<file path="config.mk">
export PLATFORM = sky130hd
export DESIGN_NAME = row_uram_arbiter
export DESIGN_NICKNAME = d
export VERILOG_FILES = /design/src/rtl/row_uram_arbiter_pkg.sv /design/src/rtl/rr_priority_picker.sv /design/src/rtl/row_uram_arbiter.sv
export SDC_FILE = /design/constraint.sdc
export NUM_CORES = 1
export LEC_CHECK = 0
export ABC_AREA = 1
export CAP_MARGIN = 30
export CORE_AREA = 10 10 163 165
export CTS_CLUSTER_DIAMETER = 120
export DETAILED_ROUTE_END_ITERATION = 16
export DIE_AREA = 0 0 173 175
export GPL_TIMING_DRIVEN = 0
export HOLD_SLACK_MARGIN = 0.05
export SLEW_MARGIN = 20
export SYNTH_ARGS = -nofsm -noshare
export SYNTH_HDL_FRONTEND = slang
export SYNTH_SLANG_ARGS = --single-unit
</file>
<file path="constraint.sdc">
create_clock -name clk -period 9.56 [get_ports clk]
set_input_delay 2.868 -clock clk [delete_from_list [all_inputs] [get_ports clk]]
set_output_delay 2.868 -clock clk [all_outputs]
set_load 0.02 [all_outputs]
</file>
<file path="src/rtl/row_uram_arbiter_pkg.sv">
// Shared types and default widths for the row-level URAM arbiter and its picker.
package row_uram_arbiter_pkg;

    localparam int URAM_ADDR_WIDTH = 12;
    localparam int URAM_DATA_WIDTH = 32;

    typedef enum logic [2:0] {
        IDLE,
        GRANT,
        LOCKED,
        RELEASE,
        FULL
    } row_arb_state_t;

endpackage

</file>
<file path="src/rtl/rr_priority_picker.sv">
// Combinational round-robin picker: one-hot first set bit of mask strictly after
// pointer, wrapping around; valid is low when mask is empty.
module rr_priority_picker #(
    parameter int N = 8
) (
    input  logic [N-1:0]         mask,
    input  logic [$clog2(N)-1:0] pointer,
    output logic [N-1:0]         pick,
    output logic                 valid
);

    localparam int PW = $clog2(N);

    always_comb begin
        logic [PW-1:0] idx;
        pick  = '0;
        valid = 1'b0;
        idx   = pointer;
        // Walk N positions starting just after the pointer; wrap explicitly so N need not be a power of two.
        for (int off = 0; off < N; off++) begin
            idx = (idx == PW'(N - 1)) ? '0 : idx + 1'b1;
            if (!valid && mask[idx]) begin
                pick[idx] = 1'b1;
                valid     = 1'b1;
            end
        end
    end

endmodule

</file>
<file path="src/rtl/row_uram_arbiter.sv">
// Row controller sharing one URAM port among NUM_CORES cores with round-robin, lock hold
// and a per-epoch barrier. Define ROW_URAM_ARB_WATCHDOG_EN to add the stuck-lock watchdog.
module row_uram_arbiter
    import row_uram_arbiter_pkg::*;
#(
    parameter int NUM_CORES   = 8,
    parameter int ADDR_WIDTH  = URAM_ADDR_WIDTH,
    parameter int DATA_WIDTH  = URAM_DATA_WIDTH,
    parameter int WDOG_CYCLES = 1024
) (
    input  logic                            clk,
    input  logic                            reset,
    input  logic [NUM_CORES-1:0]            i_core_req,
    input  logic [NUM_CORES-1:0]            i_core_locked,
    output logic [NUM_CORES-1:0]            o_core_grant,
    input  logic [NUM_CORES-1:0]            i_core_uram_en,
    input  logic [NUM_CORES*ADDR_WIDTH-1:0] i_core_uram_addr,
    input  logic [NUM_CORES*DATA_WIDTH-1:0] i_core_uram_wr_data,
    input  logic [NUM_CORES-1:0]            i_core_uram_wr_en,
    output logic                            o_uram_en,
    output logic [ADDR_WIDTH-1:0]           o_uram_addr,
    output logic [DATA_WIDTH-1:0]           o_uram_wr_data,
    output logic                            o_uram_wr_en,
    input  logic                            i_drain_done,
    output logic                            o_uram_emptied,
    output logic                            o_wdog_err
);

    localparam int PW = $clog2(NUM_CORES);

    row_arb_state_t         state_reg, state_next;
    logic [NUM_CORES-1:0]   served_reg;
    logic [PW-1:0]          ptr_reg;
    logic [NUM_CORES-1:0]   g_onehot_reg;
    logic [PW-1:0]          g_idx_reg;
    logic                   emptied_reg;
    logic [NUM_CORES-1:0]   eligible;
    logic [NUM_CORES-1:0]   pick;
    logic                   pick_valid;
    logic [PW-1:0]          pick_idx;
    logic                   wdog_hit;
    logic                   g_locked;
    logic                   g_req;
    logic [ADDR_WIDTH-1:0]  core_addr [NUM_CORES];
    logic [DATA_WIDTH-1:0]  core_data [NUM_CORES];

    for (genvar gi = 0; gi < NUM_CORES; gi++) begin : g_core_bus
        assign core_addr[gi] = i_core_uram_addr[gi*ADDR_WIDTH +: ADDR_WIDTH];
        assign core_data[gi] = i_core_uram_wr_data[gi*DATA_WIDTH +: DATA_WIDTH];
    end

    // Cores already served this epoch stay masked until the consumer drains the URAM.
    assign eligible = i_core_req & ~served_reg;

    rr_priority_picker #(.N(NUM_CORES)) u_picker (
        .mask    (eligible),
        .pointer (ptr_reg),
        .pick    (pick),
        .valid   (pick_valid)
    );

    always_comb begin
        pick_idx = '0;
        for (int k = 0; k < NUM_CORES; k++) begin
            if (pick[k]) pick_idx = PW'(k);
        end
    end

    assign g_locked = i_core_locked[g_idx_reg];
    assign g_req    = i_core_req[g_idx_reg];

    always_ff @(posedge clk or negedge reset) begin
        if (!reset) state_reg <= IDLE;
        else        state_reg <= state_next;
    end

    always_comb begin
        state_next = state_reg;
        case (state_reg)
            IDLE:    if (emptied_reg && pick_valid) state_next = GRANT;
            GRANT: begin
                if (wdog_hit)      state_next = RELEASE;
                else if (g_locked) state_next = LOCKED;
                else if (!g_req)   state_next = IDLE;
            end
            LOCKED:  if (!g_locked || wdog_hit) state_next = RELEASE;
            RELEASE: state_next = (&served_reg) ? FULL : IDLE;
            FULL:    if (i_drain_done) state_next = IDLE;
            default: state_next = IDLE;
        endcase
    end

    always_ff @(posedge clk or negedge reset) begin
        if (!reset) begin
            served_reg   <= '0;
            ptr_reg      <= PW'(NUM_CORES - 1);
            g_onehot_reg <= '0;
            g_idx_reg    <= '0;
            emptied_reg  <= 1'b1;
        end else begin
            case (state_reg)
                IDLE: begin
                    if (state_next == GRANT) begin
                        g_onehot_reg <= pick;
                        g_idx_reg    <= pick_idx;
                    end
                end
                GRANT, LOCKED: begin
                    // An abandoned grant (GRANT -> IDLE) leaves served and the pointer untouched.
                    if (state_next == RELEASE) begin
                        served_reg[g_idx_reg] <= 1'b1;
                        ptr_reg               <= g_idx_reg;
                    end
                end
                RELEASE: if (state_next == FULL) emptied_reg <= 1'b0;
                FULL: begin
                    if (state_next == IDLE) begin
                        served_reg  <= '0;
                        emptied_reg <= 1'b1;
                    end
                end
                default: ;
            endcase
        end
    end

    always_comb begin
        o_core_grant   = '0;
        o_uram_en      = 1'b0;
        o_uram_addr    = '0;
        o_uram_wr_data = '0;
        o_uram_wr_en   = 1'b0;
        if (state_reg == GRANT || state_reg == LOCKED) begin
            o_core_grant   = g_onehot_reg;
            o_uram_en      = i_core_uram_en[g_idx_reg];
            o_uram_addr    = core_addr[g_idx_reg];
            o_uram_wr_data = core_data[g_idx_reg];
            o_uram_wr_en   = i_core_uram_wr_en[g_idx_reg];
        end
    end

    assign o_uram_emptied = emptied_reg;

`ifdef ROW_URAM_ARB_WATCHDOG_EN
    localparam int WW = $clog2(WDOG_CYCLES + 1);

    logic [WW-1:0] wdog_cnt_reg;
    logic          wdog_err_reg;

    always_ff @(posedge clk or negedge reset) begin
        if (!reset) begin
            wdog_cnt_reg <= '0;
            wdog_err_reg <= 1'b0;
        end else begin
            if (state_reg == IDLE && state_next == GRANT)
                wdog_cnt_reg <= '0;
            else if (state_reg == GRANT || state_reg == LOCKED)
                wdog_cnt_reg <= wdog_cnt_reg + 1'b1;
            if (wdog_hit) wdog_err_reg <= 1'b1;
        end
    end

    // Fires on the WDOG_CYCLES-th cycle of a session, forcing it to end like a normal release.
    assign wdog_hit   = (state_reg == GRANT || state_reg == LOCKED) &&
                        (wdog_cnt_reg == WW'(WDOG_CYCLES - 1));
    assign o_wdog_err = wdog_err_reg;
`else
    assign wdog_hit   = 1'b0;
    assign o_wdog_err = 1'b0;
`endif

endmodule

</file>
==> impl_summary.log <==
INFO  metric top_post_synthesis_cells_by_area = sky130_fd_sc_hd__nand2_1 18%, sky130_fd_sc_hd__dfrtp_1 11%, sky130_fd_sc_hd__a221oi_1 8.6%
INFO  metric final_cell_area = 0.00990 mm^2
INFO  metric synthSimpleGateAreaFrac = 0.363
INFO  metric finalWorstPathRequiredPeriod = 7.82 ns
INFO  metric core.rowCount = 56
INFO  metric placement.cell_area = 0.00981 mm^2
INFO  metric max_slew.worst_pin.slew = 0.988 ns
INFO  metric yosys-mux-area-fraction = 0
INFO  metric final_antenna_net_count = 0
INFO  metric worstHoldPathCells = 1
INFO  metric gp_congestion = 0.996
INFO  metric hpwlAfterDp = 38.6 mm
INFO  metric tritoncts = done
INFO  metric post_synth_inst_count = 824
INFO  metric max_cap_violations = 0
INFO  metric syn_area_per_cell = 6.05 um^2
INFO  metric critical_path_peak_fanout = 1
INFO  metric drt-total-wl = 45.3 mm
INFO  metric finish.cell_count_without_fillers = 1590
INFO  metric seq_area_frac_synth = 0.131
INFO  metric min_from = state_reg[2]$_DFF_PN0_
INFO  metric antenna_found_initial = 4
INFO  metric design.final.nets = 1672
INFO  metric final_cell_mix = 440 x sky130_fd_sc_hd__clkdlybuf4s50_1, 235 x sky130_fd_sc_hd__nand2_1, 74 x sky130_fd_sc_hd__inv_1, 65 x sky130_fd_sc_hd__nor2_1, 56 x sky130_fd_sc_hd__a22oi_1
INFO  metric worstSetupStartpointType = primary input
INFO  metric synth.lib_cells_used.distinct = 41
INFO  metric timing.reg2reg.setup_slack = 5.34 ns
INFO  metric synth.ff_latch_count = 26
INFO  metric vdd_ir_drop_max = 0.000149 V
INFO  metric grt_max_degree = 27
INFO  metric layout-area-overhead-vs-synth = 98.6%
INFO  metric clkSlewWorstSetupHoldPaths = 0.07 ns
INFO  metric vias = 8344
INFO  metric multi_input_comb_area = 0.00378 mm^2
INFO  metric wl_cell = 28.5 um
INFO  metric drc = 0
INFO  metric detail_route.vias_per_cell = 5.25
INFO  metric synth_area = 0.00499 mm^2
INFO  metric cts_htree_levels = 1
INFO  metric post-synth-top-area-fraction = 0.177
INFO  metric cts_sinks = 26
INFO  metric fill_cells = 2586
INFO  metric chipWidth = 173 um
INFO  metric power_per_cell_area = 355 mW/mm^2
INFO  metric yosys.area_share.xor_xnor = 0.00326
INFO  metric i_o_pin_total = 443
INFO  metric first_global_vias = 8314
INFO  metric clk_path_buf_depth = 2
INFO  metric critPathCaptureType = primary output
INFO  metric grt.overflow.total = 0
INFO  metric initial_core_util = 0.214
INFO  metric cts_post_setup_buffers_inserted = 0
INFO  metric post-route-period-util = 0.818
INFO  metric grt_use_total = 0.278
INFO  metric cts_resized = 0
INFO  metric rr_startpoint = ptr_reg[0]$_DFFE_PN1P_
INFO  metric ctsHoldBuffers = 0
INFO  metric layout_commonest_cell = sky130_fd_sc_hd__clkdlybuf4s50_1
INFO  metric critical_setup_path_class = primary input to primary output
INFO  metric timing_hold_violations_final = 0
INFO  metric yosysWarnings = 0
INFO  metric dpl.cell_count = 1585
INFO  metric register_area = 656 um^2
INFO  metric critical_path.reg2reg.endpoint = state_reg[0]$_DFF_PN0_
INFO  metric outcome = finished clean
INFO  metric timing.clock.skew = 0.00601 ns
INFO  metric worstRegToRegCells = 16
INFO  metric clk_tree_root_cell = sky130_fd_sc_hd__clkbuf_16
INFO  metric fin_tns_setup = 0 ns
INFO  metric cellLeakagePower = 3.85 nW
INFO  metric finalMaxSlewViolations = 0
INFO  metric timing.hold.worst_endpoint = state_reg[2]$_DFF_PN0_
INFO  metric unrepaired_setup_endpoints_after_global_routing = no
INFO  metric dr.first_iter.drc_count = 779
INFO  metric insertion_delay = 0.27 ns
INFO  metric yosys.area_share.adder = 0.0351
INFO  metric critPathArrivalTime = 4.95 ns
INFO  metric timing.max_slew.rel_slack = 0.341
INFO  metric synth_top_family_by_area = simple AND/OR/NAND/NOR gates
INFO  metric setup_viol = 0
INFO  metric portBuffers = 441
INFO  metric floorplan.core_area = 0.0233 mm^2
INFO  metric maxClockFrequency = 0.128 GHz
INFO  metric syn_nets = 1225
INFO  metric drt_pre_antenna_iters = 5
INFO  metric fraction_of_the_mapped_netlist_area_in_compound_gates = 0.356
INFO  metric grt_pass1_wl = 62.0 mm
INFO  metric post-synth-top-area-cell = sky130_fd_sc_hd__nand2_1
INFO  metric area_of_the_die = 0.0303 mm^2
INFO  metric cts_made_buffers = 3
INFO  metric layout-drive-gt1-share = 0.0433
INFO  metric timing.hold.worst.class = flop to flop
INFO  metric die-height = 175 um
INFO  metric worst-endpoint-required = 6.69 ns
==> final cells by class <==
type / instances / share of cell area
Timing Repair Buffer: 442 / 0.447
Multi-Input combinational cell: 661 / 0.382
Sequential cell: 26 / 0.0662
Tap cell: 319 / 0.0403
Inverter: 83 / 0.0316
Buffer: 54 / 0.0241
Clock buffer: 4 / 0.00897
Antenna cell: 1 / 0.000253
==> through the flow <==
stage | hold WS (ns) | worst slack [ns] | total power, mW | utilization
6_report | 0.480 | 1.74 | 3.52 | 0.426
5_1_grt | 0.506 | 1.75 | 3.73 | 0.426
4_1_cts | 0.467 | 1.78 | 3.48 | 0.426
3_5_place_dp | 0.458 | 1.78 | 3.36 | 0.422
3_3_place_gp | 0.454 | 1.81 | 3.36 | 0.421
2_1_floorplan | 0.437 | 3.10 | 2.04 | -
==> cell usage after synthesis (all sizes together) <==
library cell,instances
xor2,1
ha,14
nor4,2
buf,16
o21bai,1
nor3,12
inv,81
dfrtp,22
dfstp,4
a221oi,49
nor2,70
a22oi,56
o2111ai,1
a22o,32
nand3,57
o211ai,3
nand4,14
a41oi,31
and3,4
clkbuf,38
nand2,247
clkinv,2
a21oi,18
o21ai,29
conb,1
nand3b,4
a31oi,15
==> per-layer routing <==
metal | global-route usage | vias up | wire length, um
met1 | 0.332 | 4009 | 18000
li1 | - | 3864 | -
met5 | 0 | - | 22
met3 | 0.0552 | 41 | 3460
met2 | 0.507 | 426 | 23100
met4 | 0.0471 | 4 | 737
==> power by group <==
| group | internal, mW | switching (mW) | total, mW |
|---|---|---|---|
| Clock | 0.0643 | 0.0425 | 0.107 |
| Combinational | 1.11 | 2.11 | 3.21 |
| Sequential | 0.162 | 0.0330 | 0.195 |
| Total | 1.33 | 2.18 | 3.52 |
==> worst max-delay path by stage <==
| stage | from | endpoint | slack [ns] |
|---|---|---|---|
| after floorplan | i_core_uram_addr[15] | o_uram_addr[3] | 3.10 |
| after global placement | i_core_uram_wr_data[56] | o_uram_wr_data[24] | 1.81 |
| after detailed placement | i_core_uram_wr_data[56] | o_uram_wr_data[24] | 1.78 |
| after CTS | i_core_uram_wr_data[56] | o_uram_wr_data[24] | 1.78 |
| after global routing | i_core_uram_wr_data[56] | o_uram_wr_data[24] | 1.75 |
| final | i_core_uram_wr_data[145] | o_uram_wr_data[17] | 1.74 |
==> worst max-delay path, stage by stage <==
cell                              delay, ns
sky130_fd_sc_hd__clkdlybuf4s50_1       0.41
sky130_fd_sc_hd__nand2_1               0.07
sky130_fd_sc_hd__nand2_1               0.06
sky130_fd_sc_hd__a221oi_1              0.49
sky130_fd_sc_hd__a41oi_1               0.37
sky130_fd_sc_hd__clkdlybuf4s50_1       0.67
==> logic make-up after synthesis <==
logic type               Yosys count
other                              1
XOR/XNOR                           1
buffers and inverters            137
adder cells (fa/ha/maj)           14
AND/OR/NAND/NOR                  410
flip-flops                        26
AO/OA/AOI/OAI                    235
Note: power is estimated with default switching activity, not from simulation.
